`src/rtl/uart_rx_fifo.sv`:
```
// rtl/uart_rx_fifo.sv - UART receiver with majority-vote sampling, error flags and an RX FIFO
module uart_rx_fifo #(
  parameter int CLK_FREQ_HZ = 100_000_000,
  parameter int BAUD        = 115200,
  parameter int DATA_BITS   = 8,
  parameter int PARITY      = 0,
  parameter int STOP_BITS   = 1,
  parameter int FIFO_DEPTH  = 16
) (
  input  logic                              clk,
  input  logic                              rst_n,
  input  logic                              rx,
  output logic [DATA_BITS-1:0]              rx_data,
  output logic                              rx_valid,
  input  logic                              rx_ready,
  output logic [$clog2(FIFO_DEPTH+1)-1:0]   fifo_count,
  output logic                              rx_busy,
  output logic                              overrun,
  output logic                              frame_err,
  output logic                              parity_err,
  output logic                              break_det,
  input  logic                              err_clr
);

  localparam int CLKS_PER_BIT = CLK_FREQ_HZ / BAUD;
  localparam int HALF         = CLKS_PER_BIT / 2;
  localparam int CNT_W        = $clog2(CLKS_PER_BIT);
  localparam int BIT_W        = $clog2(DATA_BITS + 1);
  localparam int PTR_W        = $clog2(FIFO_DEPTH);
  localparam int CNT_FW       = $clog2(FIFO_DEPTH + 1);

  localparam logic [CNT_W-1:0]  SMP0    = CNT_W'(HALF - 1);
  localparam logic [CNT_W-1:0]  SMP1    = CNT_W'(HALF);
  localparam logic [CNT_W-1:0]  DECIDE  = CNT_W'(HALF + 1);
  localparam logic [CNT_W-1:0]  WIN_END = CNT_W'(CLKS_PER_BIT - 1);
  localparam logic [BIT_W-1:0]  LAST_DB = BIT_W'(DATA_BITS - 1);
  localparam logic [CNT_FW-1:0] FULL_N  = CNT_FW'(FIFO_DEPTH);

  typedef enum logic [2:0] {
    S_IDLE,
    S_START,
    S_DATA,
    S_PAR,
    S_STOP1,
    S_STOP2,
    S_BREAK_WAIT
  } state_t;

  state_t state, state_nxt;

  logic                 rx_meta, rx_sync, rx_prev;
  logic                 smp0, smp1;
  logic                 maj;
  logic [CNT_W-1:0]     cnt;
  logic [BIT_W-1:0]     bit_idx;
  logic [DATA_BITS-1:0] shreg;
  logic                 par_bit;
  logic                 stop1_bit;

  logic                 dec, win_end;
  logic                 frame_end;
  logic                 push_req, brk_set, fe_set, pe_set;
  logic                 all_stop_zero, any_stop_zero, par_bad, is_break;

  logic [DATA_BITS-1:0] mem [FIFO_DEPTH];
  logic [PTR_W-1:0]     wr_ptr, rd_ptr;
  logic [CNT_FW-1:0]    count;
  logic                 full, push, pop, ovr_set;

  // Two-flop synchroniser for the asynchronous line, plus one delayed copy for edge detection.
  always_ff @(posedge clk or negedge rst_n) begin
    if (!rst_n) begin
      rx_meta <= 1'b1;
      rx_sync <= 1'b1;
      rx_prev <= 1'b1;
    end else begin
      rx_meta <= rx;
      rx_sync <= rx_meta;
      rx_prev <= rx_sync;
    end
  end

  // Capture the first two of the three mid-bit samples; the third is the live value at DECIDE.
  always_ff @(posedge clk or negedge rst_n) begin
    if (!rst_n) begin
      smp0 <= 1'b1;
      smp1 <= 1'b1;
    end else begin
      if (cnt == SMP0) smp0 <= rx_sync;
      if (cnt == SMP1) smp1 <= rx_sync;
    end
  end

  assign maj     = (smp0 & smp1) | (smp0 & rx_sync) | (smp1 & rx_sync);
  assign dec     = (cnt == DECIDE);
  assign win_end = (cnt == WIN_END);

  // End-of-frame classification terms; stop1_bit only matters for two-stop framing.
  assign all_stop_zero = !maj && ((STOP_BITS == 1) || !stop1_bit);
  assign any_stop_zero = !maj || ((STOP_BITS == 2) && !stop1_bit);
  assign par_bad       = (PARITY == 1) ? ((^shreg ^ par_bit) != 1'b1) :
                         (PARITY == 2) ? ((^shreg ^ par_bit) != 1'b0) : 1'b0;
  assign is_break      = (shreg == '0) && ((PARITY == 0) || !par_bit) && all_stop_zero;

  // Receiver state register.
  always_ff @(posedge clk or negedge rst_n) begin
    if (!rst_n) state <= S_IDLE;
    else        state <= state_nxt;
  end

  // Next-state logic and end-of-frame event decoding.
  always_comb begin
    state_nxt = state;
    frame_end = 1'b0;
    push_req  = 1'b0;
    brk_set   = 1'b0;
    fe_set    = 1'b0;
    pe_set    = 1'b0;
    case (state)
      S_IDLE: begin
        if (rx_prev && !rx_sync) state_nxt = S_START;
      end
      S_START: begin
        if (dec && maj)   state_nxt = S_IDLE;
        else if (win_end) state_nxt = S_DATA;
      end
      S_DATA: begin
        if (win_end && (bit_idx == LAST_DB))
          state_nxt = (PARITY != 0) ? S_PAR : S_STOP1;
      end
      S_PAR: begin
        if (win_end) state_nxt = S_STOP1;
      end
      S_STOP1: begin
        if (dec && (STOP_BITS == 1)) frame_end = 1'b1;
        else if (win_end)            state_nxt = S_STOP2;
      end
      S_STOP2: begin
        if (dec) frame_end = 1'b1;
      end
      S_BREAK_WAIT: begin
        if (rx_sync) state_nxt = S_IDLE;
      end
      default: state_nxt = S_IDLE;
    endcase

    // Leaving at the stop decision (mid-bit) lets the next start edge resynchronise the frame.
    if (frame_end) begin
      if (is_break) begin
        brk_set   = 1'b1;
        state_nxt = S_BREAK_WAIT;
      end else begin
        state_nxt = S_IDLE;
        if (any_stop_zero) fe_set = 1'b1;
        else if (par_bad)  pe_set = 1'b1;
        else               push_req = 1'b1;
      end
    end
  end

  // Bit-window counter and frame datapath; the start-detect cycle counts as position 0.
  always_ff @(posedge clk or negedge rst_n) begin
    if (!rst_n) begin
      cnt       <= '0;
      bit_idx   <= '0;
      shreg     <= '0;
      par_bit   <= 1'b0;
      stop1_bit <= 1'b0;
    end else if ((state == S_IDLE) || (state == S_BREAK_WAIT)) begin
      cnt     <= (state_nxt == S_START) ? CNT_W'(1) : '0;
      bit_idx <= '0;
    end else begin
      cnt <= win_end ? '0 : cnt + CNT_W'(1);
      if ((state == S_DATA) && dec)     shreg     <= {maj, shreg[DATA_BITS-1:1]};
      if ((state == S_DATA) && win_end) bit_idx   <= bit_idx + BIT_W'(1);
      if ((state == S_PAR) && dec)      par_bit   <= maj;
      if ((state == S_STOP1) && dec)    stop1_bit <= maj;
    end
  end

  assign full    = (count == FULL_N);
  assign pop     = rx_valid && rx_ready;
  assign push    = push_req && (!full || pop);
  assign ovr_set = push_req && full && !pop;

  // FIFO pointers and occupancy; a pop on a full FIFO frees the slot the push lands in.
  always_ff @(posedge clk or negedge rst_n) begin
    if (!rst_n) begin
      wr_ptr <= '0;
      rd_ptr <= '0;
      count  <= '0;
    end else begin
      if (push) wr_ptr <= wr_ptr + PTR_W'(1);
      if (pop)  rd_ptr <= rd_ptr + PTR_W'(1);
      case ({push, pop})
        2'b10:   count <= count + CNT_FW'(1);
        2'b01:   count <= count - CNT_FW'(1);
        default: count <= count;
      endcase
    end
  end

  // FIFO storage, no reset needed since reads are gated by rx_valid.
  always_ff @(posedge clk) begin
    if (push) mem[wr_ptr] <= shreg;
  end

  // Sticky error flags; a same-cycle set beats err_clr.
  always_ff @(posedge clk or negedge rst_n) begin
    if (!rst_n) begin
      overrun    <= 1'b0;
      frame_err  <= 1'b0;
      parity_err <= 1'b0;
      break_det  <= 1'b0;
    end else begin
      overrun    <= ovr_set | (overrun    & !err_clr);
      frame_err  <= fe_set  | (frame_err  & !err_clr);
      parity_err <= pe_set  | (parity_err & !err_clr);
      break_det  <= brk_set | (break_det  & !err_clr);
    end
  end

  assign rx_valid   = (count != '0);
  assign rx_data    = rx_valid ? mem[rd_ptr] : '0;
  assign fifo_count = count;
  assign rx_busy    = (state != S_IDLE);

endmodule

```
`config.mk`:
```
export PLATFORM = sky130hd
export DESIGN_NAME = uart_rx_fifo
export DESIGN_NICKNAME = d
export VERILOG_FILES = /design/src/rtl/uart_rx_fifo.sv
export SDC_FILE = /design/constraint.sdc
export NUM_CORES = 1
export LEC_CHECK = 0
export BUFFER_PORTS_ARGS = -buffer_cell sky130_fd_sc_hd__buf_2
export CELL_PAD_IN_SITES_DETAIL_PLACEMENT = 0
export CELL_PAD_IN_SITES_GLOBAL_PLACEMENT = 1
export CORE_ASPECT_RATIO = 1.4
export CORE_MARGIN = 1.5
export CORE_UTILIZATION = 51
export CTS_CLUSTER_DIAMETER = 60
export DETAILED_ROUTE_END_ITERATION = 12
export PLACE_DENSITY_LB_ADDON = 0.12
export SYNTH_ARGS = -nofsm -noshare
export SYNTH_HDL_FRONTEND = slang
export SYNTH_SLANG_ARGS = --single-unit
```
`constraint.sdc`:
```
create_clock -name clk -period 7.25 [get_ports clk]
set_clock_uncertainty 0.15 [all_clocks]
set_input_delay 0.3625 -clock clk [delete_from_list [all_inputs] [get_ports clk]]
set_output_delay 0.3625 -clock clk [all_outputs]
set_load 0.005 [all_outputs]
```
[Word-level counts from Yosys, hierarchy flattened]
Memory sizes are Yosys's and may differ from the RTL's.
Index checks and enable logic that the tools add are counted.
Storage, ports and cells
  register bits: 47
  bits in writable memories: 128
  input port bits: 5
  output and inout port bits: 19
  logic and storage cells: 106
  memories kept: 1
Cells by class
  $add $sub $neg: 6
  eq/ne operators: 15
  muxes and demuxes: 30
  bitwise gates (word level): 13
  reductions and logical operators: 25
Memories
  mem: depth 16, width 8, read ports 1, clocked after Yosys merged registers in 0, write ports 1, RTL line 65  | logic [DATA_BITS-1:0] mem [FIFO_DEPTH];
Operators with widths (count)
  $eq A10 B9 Y1 const B: 3
  $mux W3: 10
  $pmux W3 S7: 1
  $mux W10: 2
  $mux W1: 13
  $add A4 B1 Y4 const B: 3
  $add A10 B1 Y10 const B: 1
  $eq A10 B10 Y1 const B: 1
  $logic_and A1 B1 Y1: 10
  $pmux W5 S2: 1
  $eq A3 B3 Y1 const B: 3
  $logic_not A8 Y1: 1
  $mux W4: 2
  $mux W8: 1
  $and A1 B1 Y1: 7
  $eq A3 B1 Y1 const B: 2
  $eq A3 B2 Y1 const B: 2
  $add A5 B1 Y5 const B: 1
  $eq A5 B5 Y1 const B: 1
  $logic_not A1 Y1: 5
  $or A1 B1 Y1: 5
  $reduce_bool A5 Y1: 1
  $sub A5 B1 Y5 const B: 1
  $eq A4 B3 Y1 const B: 1
  other kinds (9): 11

[Longest topological paths before layout]
Gate-level depths: netlist of the first run.
  depth in word-level cells: 10
  gate-level depth with buffers: 12
  mapped depth without buffers: 11

[Worst setup path before layout of the first run]
No wires, ideal clock.
  path type: reg2reg
  start point: reg cnt[0]
  end point: mem mem[1][0], enable pin
  setup time: 395 ps
  data arrival time: 2376 ps
  required time: 6705 ps
  slack: 4329 ps
  cell stages (with the launch flop): 7
  path buffers: 1
  path through: dfrtp_1 -> ha_1 -> nor3b_1 -> nand4_1 -> nor3_2 -> buf_2 -> nor4bb_1
Between the ends
  word-level cells in the longest chain between the ends: 7
Ends and longest elaborated chain
  start: declaration: RTL line 54  | logic [CNT_W-1:0] cnt;
  start signal: assignment: RTL line 170  | cnt <= (state_nxt == S_START) ? CNT_W'(1) : '0;
  start signal: assignment: RTL line 173  | cnt <= win_end ? '0 : cnt + CNT_W'(1);
  $eq A10 B9 Y1: RTL line 95  | assign dec = (cnt == DECIDE);
  $mux W1: RTL line 135, 139
  $mux W1
  $mux W1: RTL line 148  | if (frame_end) begin
  $logic_and A1 B1 Y1: RTL line 183  | assign push = push_req && (!full || pop);
  $mux W1: RTL line 205  | if (push) mem[wr_ptr] <= shreg;
  $mux W1 (implied by the code): RTL line 205
  end: declaration: RTL line 65
No other way between the ends.

[Worst setup path after layout of the first run]
  start point: reg cnt[6]
  end point: mem mem[4][3], enable pin
The elaborated chain is that of the path after synthesis.

==> results of run 1 <==
area by class of cell:
| cell class | count | area share |
|---|---|---|
| Sequential cell | 175 | 0.603 |
| Multi-Input combinational cell | 224 | 0.272 |
| Clock buffer | 19 | 0.0519 |
| Tap cell | 189 | 0.0284 |
| Timing Repair Buffer | 29 | 0.0201 |
| Clock inverter | 13 | 0.0185 |
| Inverter | 15 | 0.00675 |
registers in the layout, summed over array words and instances, names as in the netlist, 3 cells and up:
name and count:
mem 128, cnt 10, shreg 8, fifo_count 5, bit_idx 4, rd_ptr 4, wr_ptr 4, state 3
power groups by stage:
| stage | logic [W] | registers [W] | clock network (W) |
|---|---|---|---|
| after floorplan | 0.000342 | 0.00115 | 0 |
| after CTS | 0.000362 | 0.00121 | 0.000907 |
| after global routing | 0.000392 | 0.00122 | 0.000947 |
| final | 0.000353 | 0.00120 | 0.000894 |
| after detailed placement | 0.000359 | 0.00123 | 0 |
| after global placement | 0.000353 | 0.00123 | 0 |
cells in the final DEF, fill, tap and decap left out, types with 5 or more instances in the layout:
cell type,count
xnor2_1,13
o21ai_0,8
xor2_1,6
clkbuf_16,17
nand4_1,6
dfrtp_1,41
ha_1,12
nor2_1,18
mux4_2,40
buf_2,23
mux2_2,12
nor3b_1,5
nand3_1,11
nor2b_1,12
edfxtp_1,128
dfstp_2,5
inv_1,15
and2_1,5
a21oi_1,7
nand2_1,19
stage by stage:
stage	util	instances	power [W]	setup slack (ns)	hold slack, ns
finish	0.583	664	0.00245	3.60	0.160
global route	0.583	664	0.00256	3.33	0.168
CTS	0.583	664	0.00248	3.58	0.157
detailed placement	0.540	629	0.00159	3.60	0.197
global placement	0.540	629	0.00158	3.75	0.196
floorplan	-	434	0.00150	4.33	-0.0831
routing by layer:
metal / up-vias / global-route usage / wire, um
met2: 59 / 0.374 / 8140
li1: 1735 / - / -
met4: 0 / 0.0623 / 262
met5: - / 0 / 0
met1: 1957 / 0.233 / 5560
met3: 20 / 0.0452 / 317
cells by family after synthesis:
group,after synthesis,share of synthesized area
simple gates,111,0.0916
xor+xnor,19,0.0224
compound gates,27,0.0228
flops,175,0.678
fa+ha+maj,13,0.0229
mux,54,0.142
buf+inv,35,0.0202
path summary, 6_finish.rpt:
path	start	to	slack, ns	cells past startpoint
setup / recovery	cnt[6]	mem[4][3]	3.60	5
hold / removal	rx_ready	rd_ptr[0]	0.16	3
setup reg to reg	cnt[6]	mem[4][3]	3.60	5
hold reg to reg	rx_meta	rx_sync	0.21	0
max in group asynchronous	rst_n	rd_ptr[0]	6.10	3
min in group asynchronous	rst_n	fifo_count[2]	0.42	3
critical path: stages (launching register included):
cell and delay [ns]:
dfrtp_1 0.42, nor4bb_1 0.52, nand4_1 0.23, nor3_2 0.60, nand2_1 0.22, nor3b_1 1.12
==> out/results.ini, run 1 <==
[cells_and_area]
area_growth_pct=12.4
postLayoutCellArea_um2=8340
n_antenna_cell=0
drive_gt1_frac=0.272
register_area_um2=5030
fillCellCount=1147
finalNetCount=480
multi_input_area_um2=2270

[hold_path]
hold_path.class=input pin to flop

[synth]
ys.flop_type=edfxtp_1
netlist_top_cells_count=edfxtp_1 (128), dfrtp_1 (42), mux4_2 (40)
syn_nets=452
yosysSeqAreaShare=0.678
synthTopCellsByArea=edfxtp_1 (52%), dfrtp_1 (14%), mux4_2 (12%)
synth_top_cell_area_share=0.518
synth_seq_cells=175
yosys.cell_types.count=54
synth_cells=434
synth.avg_cell_area_um2=17.1
async_reset_ff_frac=0.269
synth_most_common_cell=edfxtp_1
synth_edf_count=128
netlist_area_um2=7420
yosys_warnings=0
yosys.area.top_type=edfxtp_1

[die]
die_h_um=146
die_w_um=105
ios=24
initial_utilization=0.518
die_area_um2=15300
coreArea_um2=14300
num_rows=52

[global_route]
grt_pass1_vias=3964
gr-total-overflow=0
grt_first_pass_wirelength_mm=22.5
grt_usage=0.203
antenna_found_initial=0
grt_max_degree=48

[timing]
period_needed_ns=3.65
report.final.slew_viol_count=0
tightest_slew_ns=1.34
setup_viol=0
rsz0062_at_grt=no
fmax_mhz=274
setup_tns_ns=0
final.period_utilization=0.504
slew_headroom=0.102
hold_viol=0

[pwr]
swShare=0.263
switching_power_w=0.000645
power_density_nw_per_um2=294
p_int_w=0.00181
p_seq_frac=0.491
clock_power_share=0.365
combPwrFrac=0.144
p_leak_nw=3.36
peakVddDrop_uv=195

[route]
wl_per_cell_um=21.5
routed_wirelength_mm=14.3
viasPerCell=5.68
vias=3771
dr.first_iter.drc_count=167
drc_errors=0
ant_nets=0
drt_first_pass_iters=4

[clock_tree]
clock-sinks=175
insertion_delay_ns=0.41
clk_path_buf_depth=2
cts_tree=yes
cts-buffers-inserted=17
cts_hold_buffers=3
clkTransAtPathRegs_ns=0.07
post_cts_resize_count=0
cts_setup_buffers=0
cts_root_buffer=clkbuf_16
htreeDepth=4

[worst_setup_path]
endpoint_kind=flop
cp_max_fo=14
arrival_ns=3.52
crit_type=flop to flop
critPathLaunchType=flop
cp.required_ns=7.12

[outcome]
status=finished, final reports clean

[place]
port_buffers=23
dp_hpwl_mm=9.79
routabilityCongestion=0.810
dpl_cell_area_um2=7720

[job]
drv_cap=0

Note: power is estimated with default switching activity, not from simulation.
==> run 2, diff against run 1 <==
ABC_AREA = 1   (was not set)
CORE_UTILIZATION = 45   (was 51)
clock period = 3.01 ns   (was 7.25 ns; I/O delays follow)
==> out/results.ini, run 2 <==
[worst_setup_path]
cp-startpoint=rd_ptr[0]
arrival_ns=2.53  ; -0.99 ns
cp_max_fo=66  ; +52
endpoint_kind=output pin
cp.required_ns=2.71  ; -4.41 ns
crit_type=flop to output pin
reg2reg_depth=17  ; +12
critPathLaunchType=flop
r2r_start=cnt[0]

[cells_and_area]
finalNetCount=722  ; +50%
n_antenna_cell=0  ; unchanged
regMostFlops=mem
final_common_cell=edfxtp_1
postLayoutCellArea_um2=8530  ; +2.3%
final_cell_mix=edfxtp_1 (128), nor2_1 (113), o21ai_0 (88)
area_growth_pct=13.9
drive_gt1_frac=0.148  ; -0.124
largest_reg_flops=128  ; unchanged
fillCellCount=1415  ; +23%
stdcell_count=916  ; +38%
reg_top3=mem: 128 flops, cnt: 10 flops, shreg: 8 flops

[synth]
synthTopCellsByArea=edfxtp_1 (51%), dfrtp_1 (14%), o21ai_0 (5.9%)
yosys_warnings=0  ; unchanged
synth_most_common_cell=edfxtp_1
netlist_area_um2=7490  ; +1.0%
synth_seq_cells=175  ; unchanged
synth.avg_cell_area_um2=11.4  ; -33%
synth_cells=657  ; +51%
synth_top_cell_area_share=0.513  ; -0.00511
yosys.cell_types.count=41  ; -24%
synth_edf_count=128  ; unchanged
yosys.area.top_type=edfxtp_1
netlist_top_cells_count=edfxtp_1 (128), nor2_1 (113), o21ai_0 (88)
async_reset_ff_frac=0.269  ; unchanged
ys.flop_type=edfxtp_1
syn_nets=675  ; +49%
yosysSeqAreaShare=0.671  ; -0.00668

[die]
die_area_um2=17400  ; +14%
ios=24  ; unchanged
die_w_um=112  ; +6.8%
coreArea_um2=16200  ; +13%
num_rows=55  ; +5.8%
die_h_um=156  ; +6.8%
initial_utilization=0.461  ; -0.0569

[place]
port_buffers=23  ; unchanged
dp_hpwl_mm=11.4  ; +16%
dpl_cell_area_um2=7940  ; +2.9%
dpl.cell_count=880  ; +40%
routabilityCongestion=0.837  ; +3.3%

[outcome]
violations=design-rule violations
status=complete, but fails checks

[timing]
tightest_slew_ns=1.06  ; -0.282 ns
report.final.slew_viol_count=0  ; unchanged
hold_viol=0  ; unchanged
rsz0062_at_grt=no
final.period_utilization=0.939
setup_tns_ns=0  ; unchanged
fmax_mhz=354
slew_headroom=0.292  ; +0.190
period_needed_ns=2.83
hold_slack_ns=0.210  ; +0.0502 ns
setup_viol=0  ; unchanged

[route]
dr.first_iter.drc_count=278  ; +66%
ant_nets=0  ; unchanged
viasPerCell=5.54  ; -2.5%
vias=5074  ; +35%
drt_first_pass_iters=9  ; +5
drc_errors=4  ; +4
routed_wirelength_mm=17.0  ; +19%
wl_per_cell_um=18.5  ; -14%

[job]
drv_cap=0  ; unchanged

[global_route]
grt_usage=0.206  ; +0.00331
gr-total-overflow=0  ; unchanged
grt_first_pass_wirelength_mm=26.6  ; +18%
grt_max_degree=67  ; +40%
grt_pass1_vias=4926  ; +24%
antenna_found_initial=0  ; unchanged

[hold_path]
worstHoldPathCells=0  ; -3
min_from=rx_meta
hold_path.class=flop to flop

[pwr]
total_power_w=0.00679  ; +180%
peakVddDrop_uv=507  ; +160%
power_density_nw_per_um2=795  ; +170%
p_leak_nw=3.52  ; +4.9%

[clock_tree]
insertion_delay_ns=0.43  ; +0.02 ns
cts_tree=yes
clock-sinks=175  ; unchanged
clk_path_buf_depth=2  ; unchanged
clkTransAtPathRegs_ns=0.06  ; about the same
cts_setup_buffers=0  ; unchanged
cts_root_buffer=clkbuf_16
cts-buffers-inserted=17  ; unchanged
htreeDepth=4  ; unchanged

==> run 2: cell type report <==
class	instances	area, um2	share of cell area
Timing Repair Buffer	53	350	0.0411
Multi-Input combinational cell	398	2140	0.250
Clock buffer	18	429	0.0503
Clock inverter	14	119	0.0139
Sequential cell	175	5030	0.589
Inverter	59	221	0.0260
Tap cell	199	249	0.0292
==> run 2: worst paths after layout <==
path | to | slack, ns
hold / removal | rx_sync | 0.21
hold reg to reg | rx_sync | 0.21
min in group asynchronous | fifo_count[0] | 0.30
setup / recovery | rx_data[1] | 0.18
setup reg to reg | fifo_count[4] | 0.31
max in group asynchronous | rd_ptr[0] | 1.70
==> run 2: cells by family after synthesis <==
kind of cell | count (synthesis) | synth area share
AOI/OAI and AO/OA | 145 | 0.113
xor gates and xnor gates | 13 | 0.0152
adders and majority gates | 13 | 0.0227
buffers and inverters | 84 | 0.0439
DFF | 175 | 0.671
muxes | 2 | 0.00284
and+or+nand+nor | 225 | 0.132
==> run 2: layer usage <==
metal,track usage,share of wire,vias to the layer above
met5,0,0,-
met4,0.113,0.037,0
met3,0.0319,0.040,31
met2,0.359,0.52,151
met1,0.246,0.41,2474
li1,-,-,2418
==> run 2: through the flow <==
step / setup WS (ns) / util
detailed placement: 0.338 / 0.489
global placement: 0.411 / 0.489
floorplan: 0.617 / -
CTS: 0.209 / 0.525
global route: 0.0451 / 0.525
finish: 0.184 / 0.525
==> run 2: worst max-delay path, cell delays in order (launching register included) <==
cell and delay (ns):
dfrtp_2 0.36, buf_4 0.54, o21ai_0 0.21, o22ai_1 0.37, nor2_1 0.08, nor2_1 0.09
o21ai_1 0.13, a21oi_1 0.16, buf_2 0.13
==> run 2: what timing repair did <==
item | CTS | global route
hold endpoints to repair | 48 | 0
resized for setup | 0 | 0
hold buffers | 4 | 0
==> run 2: power breakdown <==
group	leakage [nW]	switching, W	internal (W)
Clock	0.266	0.000904	0.00113
Sequential	2.09	0.000103	0.00263
Combinational	1.16	0.00130	0.000710
==> run 3, diff against run 2 <==
CTS_BUF_LIST = sky130_fd_sc_hd__clkbuf_8 sky130_fd_sc_hd__clkbuf_16   (was not set)
==> out/results.ini, run 3 (synthesized netlist as in run 2, its figures left out) <==
[die]
ios=24  ; unchanged
initial_utilization=0.461  ; unchanged
die_h_um=156  ; unchanged
die_w_um=112  ; unchanged
die_area_um2=17400  ; unchanged
coreArea_um2=16200  ; unchanged
num_rows=55  ; unchanged

[pwr]
peakVddDrop_uv=507  ; about the same
p_int_w=0.00448  ; about the same
switching_power_w=0.00231  ; about the same
clock_power_share=0.300  ; about the same
p_leak_nw=3.53  ; +0.12%
power_density_nw_per_um2=795  ; about the same
swShare=0.340  ; about the same
combPwrFrac=0.296  ; about the same
p_seq_frac=0.404  ; about the same

[cells_and_area]
final_common_cell=edfxtp_1
finalNetCount=722  ; unchanged
utilization=0.525  ; unchanged
area_growth_pct=13.9  ; unchanged
drive_gt1_frac=0.148  ; unchanged
reg_top3=mem: 128 flops, cnt: 10 flops, shreg: 8 flops
final_cell_mix=edfxtp_1 (128), nor2_1 (113), o21ai_0 (88)
largest_reg_flops=128  ; unchanged
regMostFlops=mem
n_antenna_cell=0  ; unchanged

[clock_tree]
cts_tree=yes
insertion_delay_ns=0.43  ; about the same
clkTransAtPathRegs_ns=0.06  ; about the same
cts-buffers-inserted=17  ; unchanged
clk_path_buf_depth=2  ; unchanged
htreeDepth=4  ; unchanged
cts_root_buffer=clkbuf_16
clock-sinks=175  ; unchanged

[route]
ant_nets=0  ; unchanged
vias=5073  ; -0.020%
dr.first_iter.drc_count=278  ; unchanged
viasPerCell=5.54  ; about the same
wl_per_cell_um=18.5  ; about the same
routed_wirelength_mm=17.0  ; about the same
drc_errors=4  ; unchanged
drt_first_pass_iters=9  ; unchanged

[worst_setup_path]
cp.required_ns=2.71  ; about the same
crit_type=flop to output pin
cp_max_fo=66  ; unchanged
critPathLaunchType=flop
endpoint_kind=output pin
arrival_ns=2.53  ; about the same

[timing]
tightest_slew_ns=1.06  ; -0.000374 ns
final.period_utilization=0.939  ; about the same
slew_headroom=0.292  ; about the same
fmax_mhz=354  ; unchanged
report.final.slew_viol_count=0  ; unchanged
hold_viol=0  ; unchanged
rsz0062_at_grt=no
setup_tns_ns=0  ; unchanged
period_needed_ns=2.83  ; -0.00000300 ns
setup_viol=0  ; unchanged

[place]
dp_hpwl_mm=11.4  ; unchanged
port_buffers=23  ; unchanged
routabilityCongestion=0.837  ; unchanged

[global_route]
grt_pass1_vias=4926  ; unchanged
antenna_found_initial=0  ; unchanged
grt_max_degree=67  ; unchanged
grt_first_pass_wirelength_mm=26.6  ; unchanged
grt_usage=0.206  ; unchanged
gr-total-overflow=0  ; unchanged

[outcome]
status=complete, but fails checks
violations=design-rule violations

[hold_path]
hold_path.class=flop to flop

[job]
drv_cap=0  ; unchanged

## run 3: repair_timing
action	in CTS	in global routing
setup buffers	0	0
hold buffers	4	0
gates resized for setup	0	0
hold endpoints to repair	48	0
## run 3: power groups by stage
| stage | clock (W) | sequential [W] | combinational (W) |
|---|---|---|---|
| after floorplan | 0 | 0.00274 | 0.00133 |
| after global placement | 0 | 0.00278 | 0.00198 |
| after detailed placement | 0 | 0.00279 | 0.00201 |
| after CTS | 0.00207 | 0.00274 | 0.00202 |
| after global routing | 0.00217 | 0.00275 | 0.00222 |
| final | 0.00204 | 0.00274 | 0.00201 |
## run 3: area by class of cell
cell class,count,area [um2]
fill,1415,7710
sequential,175,5030
multi-input combinational,398,2140
clock buffer,17,425
timing repair buffer,53,350
tap,199,249
inverter,59,221
clock inverter,15,123
## run 3: worst max-delay path, stage by stage (launching register included)
cell and delay, ns:
dfrtp_2 0.36, buf_4 0.54, o21ai_0 0.21, o22ai_1 0.37
nor2_1 0.08, nor2_1 0.09, o21ai_1 0.13, a21oi_1 0.16
buf_2 0.13
## run 3: worst paths after layout
path                            from            end  slack [ns]  cells past startpoint
max                        rd_ptr[0]     rx_data[1]        0.18                      8
min in group asynchronous      rst_n  fifo_count[0]        0.30                      2
max reg2reg                   cnt[0]  fifo_count[4]        0.31                     17
min reg2reg                  rx_meta        rx_sync        0.21                      0
max in group asynchronous      rst_n      rd_ptr[0]        1.70                      2
min                          rx_meta        rx_sync        0.21                      0
## run 3: per-layer routing
| layer | global-route usage | part of all wire |
|---|---|---|
| met1 | 0.246 | 0.41 |
| met2 | 0.359 | 0.52 |
| met3 | 0.0319 | 0.040 |
| met4 | 0.113 | 0.037 |
| met5 | 0 | 0 |
## run 3: stage by stage
step / hold slack (ns) / setup WS [ns] / cells / power, W / area [um2]
after global placement: 0.107 / 0.411 / 880 / 0.00476 / 7940
after global routing: 0.213 / 0.0451 / 916 / 0.00714 / 8530
final: 0.210 / 0.184 / 916 / 0.00678 / 8530
after CTS: 0.197 / 0.209 / 916 / 0.00683 / 8530
after detailed placement: 0.107 / 0.338 / 880 / 0.00480 / 7940
after floorplan: -0.295 / 0.617 / 657 / 0.00407 / 7490
